===== src/rtl/fpu_sched_pkg.sv =====
// fpu_sched_pkg: shared types and constants for the FP16 request scheduler.
// Provides the FSM state type, op encodings and the FP16 word width.
package fpu_sched_pkg;

    localparam int FP_W = 16;

    localparam logic OP_MUL = 1'b0;
    localparam logic OP_ADD = 1'b1;

    typedef enum logic [1:0] {
        IDLE,
        SETTLE,
        RESP
    } state_t;

endpackage


===== src/rtl/rr_arb2.sv =====
// rr_arb2: combinational two-way round-robin grant.
// Ports: valid0/valid1 requests, last_grant pointer -> grant_valid, grant_id.
module rr_arb2 (
    input  logic valid0,
    input  logic valid1,
    input  logic last_grant,
    output logic grant_valid,
    output logic grant_id
);

    // Contention goes to whoever was not served last; a lone
    // requester always wins regardless of the pointer.
    always_comb begin
        grant_valid = valid0 | valid1;
        grant_id    = 1'b0;
        if (valid0 && valid1)
            grant_id = ~last_grant;
        else if (valid1)
            grant_id = 1'b1;
    end

endmodule


===== src/rtl/fpu_req_sched.sv =====
// fpu_req_sched: round-robin scheduler sharing one FP16 add/mul datapath.
// Ports: req0/req1 valid-ready ops in, dp_* datapath link, resp_* out.
module fpu_req_sched
    import fpu_sched_pkg::*;
#(
    parameter int SETTLE_CYCLES = 1,
    parameter int OPS_W         = 8
) (
    input  logic             clock,
    input  logic             reset,
    input  logic             req0_valid,
    output logic             req0_ready,
    input  logic [FP_W-1:0]  req0_a,
    input  logic [FP_W-1:0]  req0_b,
    input  logic             req0_op,
    input  logic             req1_valid,
    output logic             req1_ready,
    input  logic [FP_W-1:0]  req1_a,
    input  logic [FP_W-1:0]  req1_b,
    input  logic             req1_op,
    output logic [FP_W-1:0]  dp_a,
    output logic [FP_W-1:0]  dp_b,
    input  logic [FP_W-1:0]  dp_add_out,
    input  logic             dp_add_valid,
    input  logic [FP_W-1:0]  dp_mul_out,
    input  logic             dp_mul_valid,
    output logic             resp_valid,
    input  logic             resp_ready,
    output logic             resp_id,
    output logic [FP_W-1:0]  resp_result,
    output logic             resp_flag,
    output logic             busy,
    output logic [OPS_W-1:0] ops_done
);

    localparam logic [3:0] CNT_INIT = 4'(SETTLE_CYCLES - 1);

    state_t     state;
    state_t     state_nx;
    logic [3:0] cnt;
    logic       last_grant;
    logic       op_q;
    logic       id_q;
    logic       gnt_v;
    logic       gnt_id;
    logic       accept;
    logic       capture;
    logic       done;

    rr_arb2 u_arb (
        .valid0      (req0_valid),
        .valid1      (req1_valid),
        .last_grant  (last_grant),
        .grant_valid (gnt_v),
        .grant_id    (gnt_id)
    );

    always_ff @(posedge clock) begin
        if (reset)
            state <= IDLE;
        else
            state <= state_nx;
    end

    always_comb begin
        state_nx   = state;
        req0_ready = 1'b0;
        req1_ready = 1'b0;
        accept     = 1'b0;
        capture    = 1'b0;
        done       = 1'b0;
        unique case (state)
            IDLE: begin
                req0_ready = gnt_v & ~gnt_id;
                req1_ready = gnt_v & gnt_id;
                accept     = gnt_v;
                if (gnt_v)
                    state_nx = SETTLE;
            end
            SETTLE: begin
                if (cnt == 4'd0) begin
                    capture  = 1'b1;
                    state_nx = RESP;
                end
            end
            RESP: begin
                if (resp_ready) begin
                    done     = 1'b1;
                    state_nx = IDLE;
                end
            end
            default: state_nx = IDLE;
        endcase
    end

    always_ff @(posedge clock) begin
        if (reset) begin
            dp_a        <= '0;
            dp_b        <= '0;
            cnt         <= 4'd0;
            op_q        <= OP_MUL;
            id_q        <= 1'b0;
            last_grant  <= 1'b1;
            resp_valid  <= 1'b0;
            resp_id     <= 1'b0;
            resp_result <= '0;
            resp_flag   <= 1'b0;
            ops_done    <= '0;
        end else begin
            if (accept) begin
                dp_a       <= gnt_id ? req1_a : req0_a;
                dp_b       <= gnt_id ? req1_b : req0_b;
                op_q       <= gnt_id ? req1_op : req0_op;
                id_q       <= gnt_id;
                last_grant <= gnt_id;
                cnt        <= CNT_INIT;
            end else if (state == SETTLE && cnt != 4'd0) begin
                cnt <= cnt - 4'd1;
            end
            // Datapath is only looked at on this one edge.
            if (capture) begin
                resp_result <= (op_q == OP_ADD) ? dp_add_out
                                                : dp_mul_out;
                resp_flag   <= (op_q == OP_ADD) ? dp_add_valid
                                                : dp_mul_valid;
                resp_id     <= id_q;
                resp_valid  <= 1'b1;
            end
            if (done) begin
                resp_valid <= 1'b0;
                ops_done   <= ops_done + OPS_W'(1);
            end
        end
    end

    assign busy = (state != IDLE);

endmodule


===== config.mk =====
export PLATFORM = sky130hd
export DESIGN_NAME = fpu_req_sched
export DESIGN_NICKNAME = d
export VERILOG_FILES = /design/src/rtl/fpu_sched_pkg.sv /design/src/rtl/rr_arb2.sv /design/src/rtl/fpu_req_sched.sv
export SDC_FILE = /design/constraint.sdc
export NUM_CORES = 1
export LEC_CHECK = 0
export CORE_UTILIZATION = 60
export DETAILED_ROUTE_END_ITERATION = 7
export DONT_BUFFER_PORTS = 1
export PLACE_DENSITY_LB_ADDON = 0.15
export REMOVE_ABC_BUFFERS = 1
export SYNTH_ARGS = -nofsm -noshare
export SYNTH_HDL_FRONTEND = slang
export SYNTH_HIERARCHICAL = 1
export SYNTH_SLANG_ARGS = --single-unit

===== constraint.sdc =====
create_clock -name clock -period 2.3 [get_ports clock]
set_clock_uncertainty 0.2 [all_clocks]
set_input_delay 0.345 -clock clock [delete_from_list [all_inputs] [get_ports clock]]
set_output_delay 0.345 -clock clock [all_outputs]
set_load 0.005 [all_outputs]

==> results of run 1 <==
==> registers in the layout, summed over array words and instances, names as in the netlist <==
signal	count
resp_result	16
resp_valid	1
op_q	1
state	2
dp_a	16
id_q	1
dp_b	16
resp_flag	1
cnt	4
resp_id	1
ops_done	8
last_grant	1
==> how the worst min path moves through the flow <==
| stage | depth (start not counted) | end | startpoint |
|---|---|---|---|
| floorplan | 1 | resp_result[12] | reset |
| global placement | 1 | resp_result[12] | reset |
| detailed placement | 1 | resp_result[12] | reset |
| CTS | 2 | cnt[0] | reset |
| global route | 2 | state[1] | resp_ready |
| finish | 2 | state[1] | resp_ready |
==> final cells by class <==
type / count / share of cell area, %
well taps: 67 / 2.52
clock buffers: 14 / 5.18
multi-input cells: 216 / 47.0
inverters: 5 / 0.563
repair buffers: 9 / 3.00
clock inverters: 1 / 0.901
flip-flops and latches: 68 / 40.9
==> stage by stage <==
step	total power, mW	cell area (µm²)
floorplan	1.82	2930
global placement	1.91	3100
detailed placement	1.94	3100
CTS	2.94	3330
global route	3.05	3330
finish	2.92	3330
==> placed cells by master, fill, tap and decap left out, types with 5 or more instances in the layout <==
| cell | count |
|---|---|
| sky130_fd_sc_hd__dfxtp_1 | 68 |
| sky130_fd_sc_hd__o21ai_0 | 7 |
| sky130_fd_sc_hd__a211oi_1 | 49 |
| sky130_fd_sc_hd__or3_1 | 6 |
| sky130_fd_sc_hd__clkbuf_8 | 12 |
| sky130_fd_sc_hd__mux2i_1 | 52 |
| sky130_fd_sc_hd__a21oi_1 | 27 |
| sky130_fd_sc_hd__inv_1 | 5 |
| sky130_fd_sc_hd__buf_4 | 7 |
| sky130_fd_sc_hd__nor2_1 | 40 |
==> power by group through the flow <==
stage	registers, mW	clock network, mW	logic, mW
after floorplan	1.44	0	0.373
after global placement	1.46	0	0.450
after detailed placement	1.47	0	0.469
after CTS	1.44	1.01	0.491
after global routing	1.45	1.05	0.543
final	1.44	0.992	0.484
==> kinds of logic (layout without fill, tap and decap cells) <==
kind of cell | after synthesis | in the layout | synth area share (%)
buffers and inverters | 33 | 29 | 6.14
muxes | 52 | 52 | 16.8
xor gates and xnor gates | 2 | 2 | 0.565
and+or+nand+nor | 68 | 68 | 11.9
adders and majority gates | 2 | 2 | 0.807
AOI/OAI and AO/OA | 92 | 92 | 19.9
DFF | 68 | 68 | 43.9
==> metal layers <==
| layer | global-route usage, % | up-vias | part of all wire, % |
|---|---|---|---|
| met3 | 7.13 | 5 | 7.1 |
| met2 | 41.2 | 86 | 53 |
| met4 | 9.62 | 0 | 1.1 |
| li1 | - | 1149 | - |
| met1 | 25.8 | 1064 | 39 |
| met5 | 0 | - | 0 |
==> worst max-delay path, stage by stage (launching register included) <==
cell and delay, ps:
sky130_fd_sc_hd__dfxtp_1 440, sky130_fd_sc_hd__nor3b_4 400, sky130_fd_sc_hd__and2_1 240
==> what timing repair did <==
action,in CTS,in global routing
hold endpoints to repair,64,0
gates resized for setup,0,0
endpoints found under the setup margin,0,0
hold buffers,1,0
==> results.md, run 1 <==
* Run status: completed
* Total track usage at 23.3%
* Synth warn at 6
* Number of setup violations in the final report at 0
* Post-placement cell count at 364
* Count of state elements after synthesis at 68
* Setup TNS Final at 0 ps
* Tmin final at 1950 ps
* Max capacitance violation total at 0
* Power per Cell Area at 875 nW/µm²
* Total Wirelength at 6600 µm
* Port Buf Inserts at 0
* DRT Pass-1 Iters at 4
* Pin count of the biggest net entering global routing at 64
* Storage element area at 1360 µm²
* Critical path arrival at 1410 ps
* Post-synth top flop: sky130_fd_sc_hd__dfxtp_1
* Floorplan die width at 73.9 µm
* Slew at the pin with the worst max-slew slack at 548 ps
* Wire length of the first global-routing pass at 9510 µm
* RSZ-0062 raised after global routing: no
* Library cell with the highest instance count after synthesis: sky130_fd_sc_hd__dfxtp_1
* Maximum achievable frequency at 513 MHz
* Switching Fraction at 27.2%
* Number of global-route vias before repair at 2035
* Vias per inst at 6.06
* Maximum VDD drop at 609 µV
* Post-synth top area cell: sky130_fd_sc_hd__dfxtp_1
* Max-slew headroom at 63.3%
* Avg Inst Size Synth at 9.78 µm²
* Internal Pwr Total at 2.12 mW
* Clock tree root driver cell: sky130_fd_sc_hd__clkbuf_8
* Cell Count, Final, Fillers Out at 380
* Die Outline Area at 5460 µm²
* Number of design-rule violations left by the first detailed-router iteration at 97
* Number of antenna violations at the first check in global routing at 0
* Combinational fraction of design power at 16.6%
* Final period util at 84.8%
* Reg2reg path depth at 4
* Std-Cell Rows at 25
* Commonest cells post-synth: sky130_fd_sc_hd__dfxtp_1 (68), sky130_fd_sc_hd__mux2i_1 (52), sky130_fd_sc_hd__a211oi_1 (49)
* Post-route antenna net violation count at 0
* Clock tree from TritonCTS: yes
* Sequential power share at 49.4%
* Multi-input gate area in the final layout at 1570 µm²
* Die H at 73.9 µm
* DRC violation count after routing at 0
* Cell count after synthesis at 317
* CP Class: register to primary output
* Sort of element at the start of the critical path: register
* Final Max Tran Viols at 0
* HPWL reported at the end of detailed placement at 4670 µm
* Number of levels the H-tree was split into at 3
* Min-delay worst type: primary input to register
* Switching power of the nets at 0.794 mW
* Final-layout fill cell count at 407
* Layout cells sized above 1 at 9.90%
* Clk sink count at 68
* Post-synth EDFFs at 0
* Count of final hold-check violations at 0
* Maximum fanout along the worst path at 8
* Worst skew pair latency at 320 ps
* Reg2reg setup slack at 420 ps
* Area contributors post-synth: sky130_fd_sc_hd__dfxtp_1 (44%), sky130_fd_sc_hd__mux2i_1 (17%), sky130_fd_sc_hd__a211oi_1 (12%)
* Antenna diodes at 0
* Critical Path RT at 1750 ps
* Final WS setup at 350 ps
* Worst slack, placed at 372 ps
* Sequential area share after synthesis at 43.9%
* Top-area cell type share of the netlist area at 43.9%
* Area inside the core boundary at 4850 µm²
* Cts bufs inserted at 9
* R2r startpoint: state[1]
* Worst setup startpoint: state[1]
* Number of buffers inserted to repair setup after CTS at 0
* Initial cell density of the core at 63.9%
* Routed WL per cell at 17.4 µm
* Fraction of synthesis flops using an asynchronous set or reset pin at 0%
* Final Util at 68.7%
* Library cells used by synthesis at 37
* # IOs at 167
* Routed via count at 2304
* Share of total power in the clock network at 34.0%
* Number of buffers on the longest clock path at 2
* Total gr overflow at 0
* End of the critical path: req1_ready
* Routability congestion estimate from global placement at 0.718
* Number of nets in the final layout at 416
* Area added between synthesis and finish at 7.51%
* Element type at the critical path end: primary output
* RR Endpoint: dp_a[12]
* Leakage component of the power at 1.26 nW
* Netlist area before placement at 3100 µm²
* Worst hold slack at 39.4 ps
* Clock-pin slew on the worst setup and hold paths at 70 ps
Note: power is estimated with default switching activity, not from simulation.
==> inputs of run 2 (changes only) <==
--- a/config.mk
+++ b/config.mk
@@ -5,7 +5,7 @@
 export SDC_FILE = /design/constraint.sdc
 export NUM_CORES = 1
 export LEC_CHECK = 0
-export CORE_UTILIZATION = 60
+export CORE_UTILIZATION = 56
 export DETAILED_ROUTE_END_ITERATION = 7
 export DONT_BUFFER_PORTS = 1
 export PLACE_DENSITY_LB_ADDON = 0.15
==> constraint.sdc (replaced) <==
create_clock -name clock -period 1.6 [get_ports clock]
set_clock_uncertainty 0.2 [all_clocks]
set_input_delay 0.24 -clock clock [delete_from_list [all_inputs] [get_ports clock]]
set_output_delay 0.24 -clock clock [all_outputs]
set_load 0.005 [all_outputs]
==> results.md, run 2 (synthesis results as in run 1) <==
* Number of levels the H-tree was split into at 3
* Final WS setup at -75.7 ps
* Max capacitance violation total at 0
* Clk sink count at 68
* Switching power of the nets at 1.25 mW
* Number of antenna violations at the first check in global routing at 0
* Critical Path RT at 1650 ps
* Total gr overflow at 0
* Routability congestion estimate from global placement at 0.771
* Failing checks: hold timing, setup timing
* Met2 wire len at 4110 µm
* Count of final hold-check violations at 66
* Most common cell after layout, fill and taps aside: sky130_fd_sc_hd__dfxtp_1
* Die Outline Area at 5840 µm²
* Slew at the pin with the worst max-slew slack at 324 ps
* Layout cells sized above 1 at 28.3%
* DRC violation count after routing at 0
* Initial cell density of the core at 59.5%
* Element type at the critical path end: register
* Min-delay worst type: primary input to register
* Worst hold slack at -224 ps
* Total track usage at 24.4%
* Port Buf Inserts at 0
* Total Wirelength at 7970 µm
* Tmin final at 1680 ps
* Antenna diodes at 0
* Area inside the core boundary at 5200 µm²
* Largest registers in the final layout: dp_a (16), dp_b (16), resp_result (16)
* Run status: complete, but fails checks
* Final period util at 105%
* Worst skew pair latency at 320 ps
* Max-slew headroom at 77.8%
* Cell Count, Final, Fillers Out at 416
* Vias per inst at 6.11
* Post-route antenna net violation count at 0
* Cts bufs inserted at 9
* Number of design-rule violations left by the first detailed-router iteration at 127
* Switching Fraction at 28.2%
* Most used cells in the layout excluding fill and tap cells: sky130_fd_sc_hd__dfxtp_1 (61), sky130_fd_sc_hd__mux2i_1 (51), sky130_fd_sc_hd__nor2_1 (38), sky130_fd_sc_hd__a211oi_1 (35), sky130_fd_sc_hd__buf_4 (21)
* Uppermost signal routing layer after detailed routing: met4
* Share of total power in the clock network at 29.5%
* # IOs at 167
* Number of buffers on the longest clock path at 2
* Final Util at 74.8%
* Pin count of the biggest net entering global routing at 65
* Maximum VDD drop at 703 µV
* Routed WL per cell at 19.2 µm
* Final Max Tran Viols at 0
* Sequential power share at 46.9%
* Die H at 76.4 µm
* Internal Pwr Total at 3.18 mW
* Clock tree root driver cell: sky130_fd_sc_hd__clkbuf_8
* Clock tree from TritonCTS: yes
* Critical path arrival at 1730 ps
* Power per Cell Area at 1140 nW/µm²
* Floorplan die width at 76.4 µm
* Number of global-route vias before repair at 2289
* Sort of element at the start of the critical path: register
* Maximum fanout along the worst path at 3
* Wl on met1 at 3300 µm
* Overall power consumption at 4.43 mW
* Combinational fraction of design power at 23.7%
* CP Class: register to register
* RSZ-0062 raised after global routing: yes
* DRT Pass-1 Iters at 4
* Wire length of the first global-routing pass at 11200 µm
* Post-placement cell count at 380
* Number of nets in the final layout at 448
* Routed via count at 2542
* DR WL met3 at 488 µm
* Hold_buf cts at 2
* Std-Cell Rows at 26
* Maximum achievable frequency at 597 MHz
* Leakage component of the power at 1.50 nW
* Number of setup violations in the final report at 5
* HPWL reported at the end of detailed placement at 4780 µm
* Area added between synthesis and finish at 25.7%
* Clock-pin slew on the worst setup and hold paths at 70 ps
run 2: changes by cell type in the layout (fill, tap and decap cells not counted), sizes merged:
cell	before	now
clkinv	0	1
and2	2	3
clkbuf	14	18
dlygate4sd3	0	1
dlymetal6s4s	0	1
nor3b	3	4
buf	9	33
run 2: timing repair:
action                                  4_1_cts  5_1_grt
resized for setup                            14       41
hold endpoints to repair                     68       66
endpoints found under the setup margin       27       58
pin swaps                                    22       27
setup buffers                                 5        6
cloned                                        4        4
run 2: power by group through the flow:
stage | combinational (mW) | clock (mW) | sequential [mW]
detailed placement | 0.789 | 0 | 2.10
floorplan | 0.536 | 0 | 2.07
CTS | 0.838 | 1.32 | 2.07
global placement | 0.766 | 0 | 2.10
finish | 1.05 | 1.31 | 2.08
global route | 1.13 | 1.40 | 2.09
run 2: cell type report:
cell class / count / area (µm²)
Clock buffer: 14 / 143
Clock inverter: 2 / 35.0
Fill cell: 382 / 1310
Inverter: 5 / 18.8
Multi-Input combinational cell: 218 / 1760
Sequential cell: 68 / 1380
Tap cell: 70 / 87.6
Timing Repair Buffer: 39 / 477
run 2: metrics by stage:
| stage | setup slack (ps) | TNS (ps) | instance area, µm² |
|---|---|---|---|
| after floorplan | -1920 | -85130 | 2930 |
| after global placement | -71.9 | -1060 | 3280 |
| after detailed placement | -196 | -2810 | 3280 |
| after CTS | -24.2 | -84.7 | 3610 |
| after global routing | -84.1 | -745 | 3890 |
| final | -75.7 | -124 | 3890 |
run 2: worst max-delay path, cell delays in order (launching register included):
cell and delay [ps]:
sky130_fd_sc_hd__dfxtp_2 320, sky130_fd_sc_hd__buf_4 140, sky130_fd_sc_hd__or3_4 390, sky130_fd_sc_hd__or4_4 420, sky130_fd_sc_hd__a21oi_2 140
run 2: worst paths after layout:
| kind | start | to | slack (ps) | cells after the start |
|---|---|---|---|---|
| setup / recovery | cnt[0] | cnt[3] | -80 | 4 |
| hold / removal | reset | dp_b[9] | -220 | 1 |
| setup reg to reg | cnt[0] | cnt[3] | -80 | 4 |
| hold reg to reg | id_q | resp_id | 280 | 2 |
run 2: layer usage:
layer	track usage, %	vias up
met5	0	-
met4	8.65	0
met1	29.1	1222
li1	-	1221
met3	7.43	5
met2	41.5	94
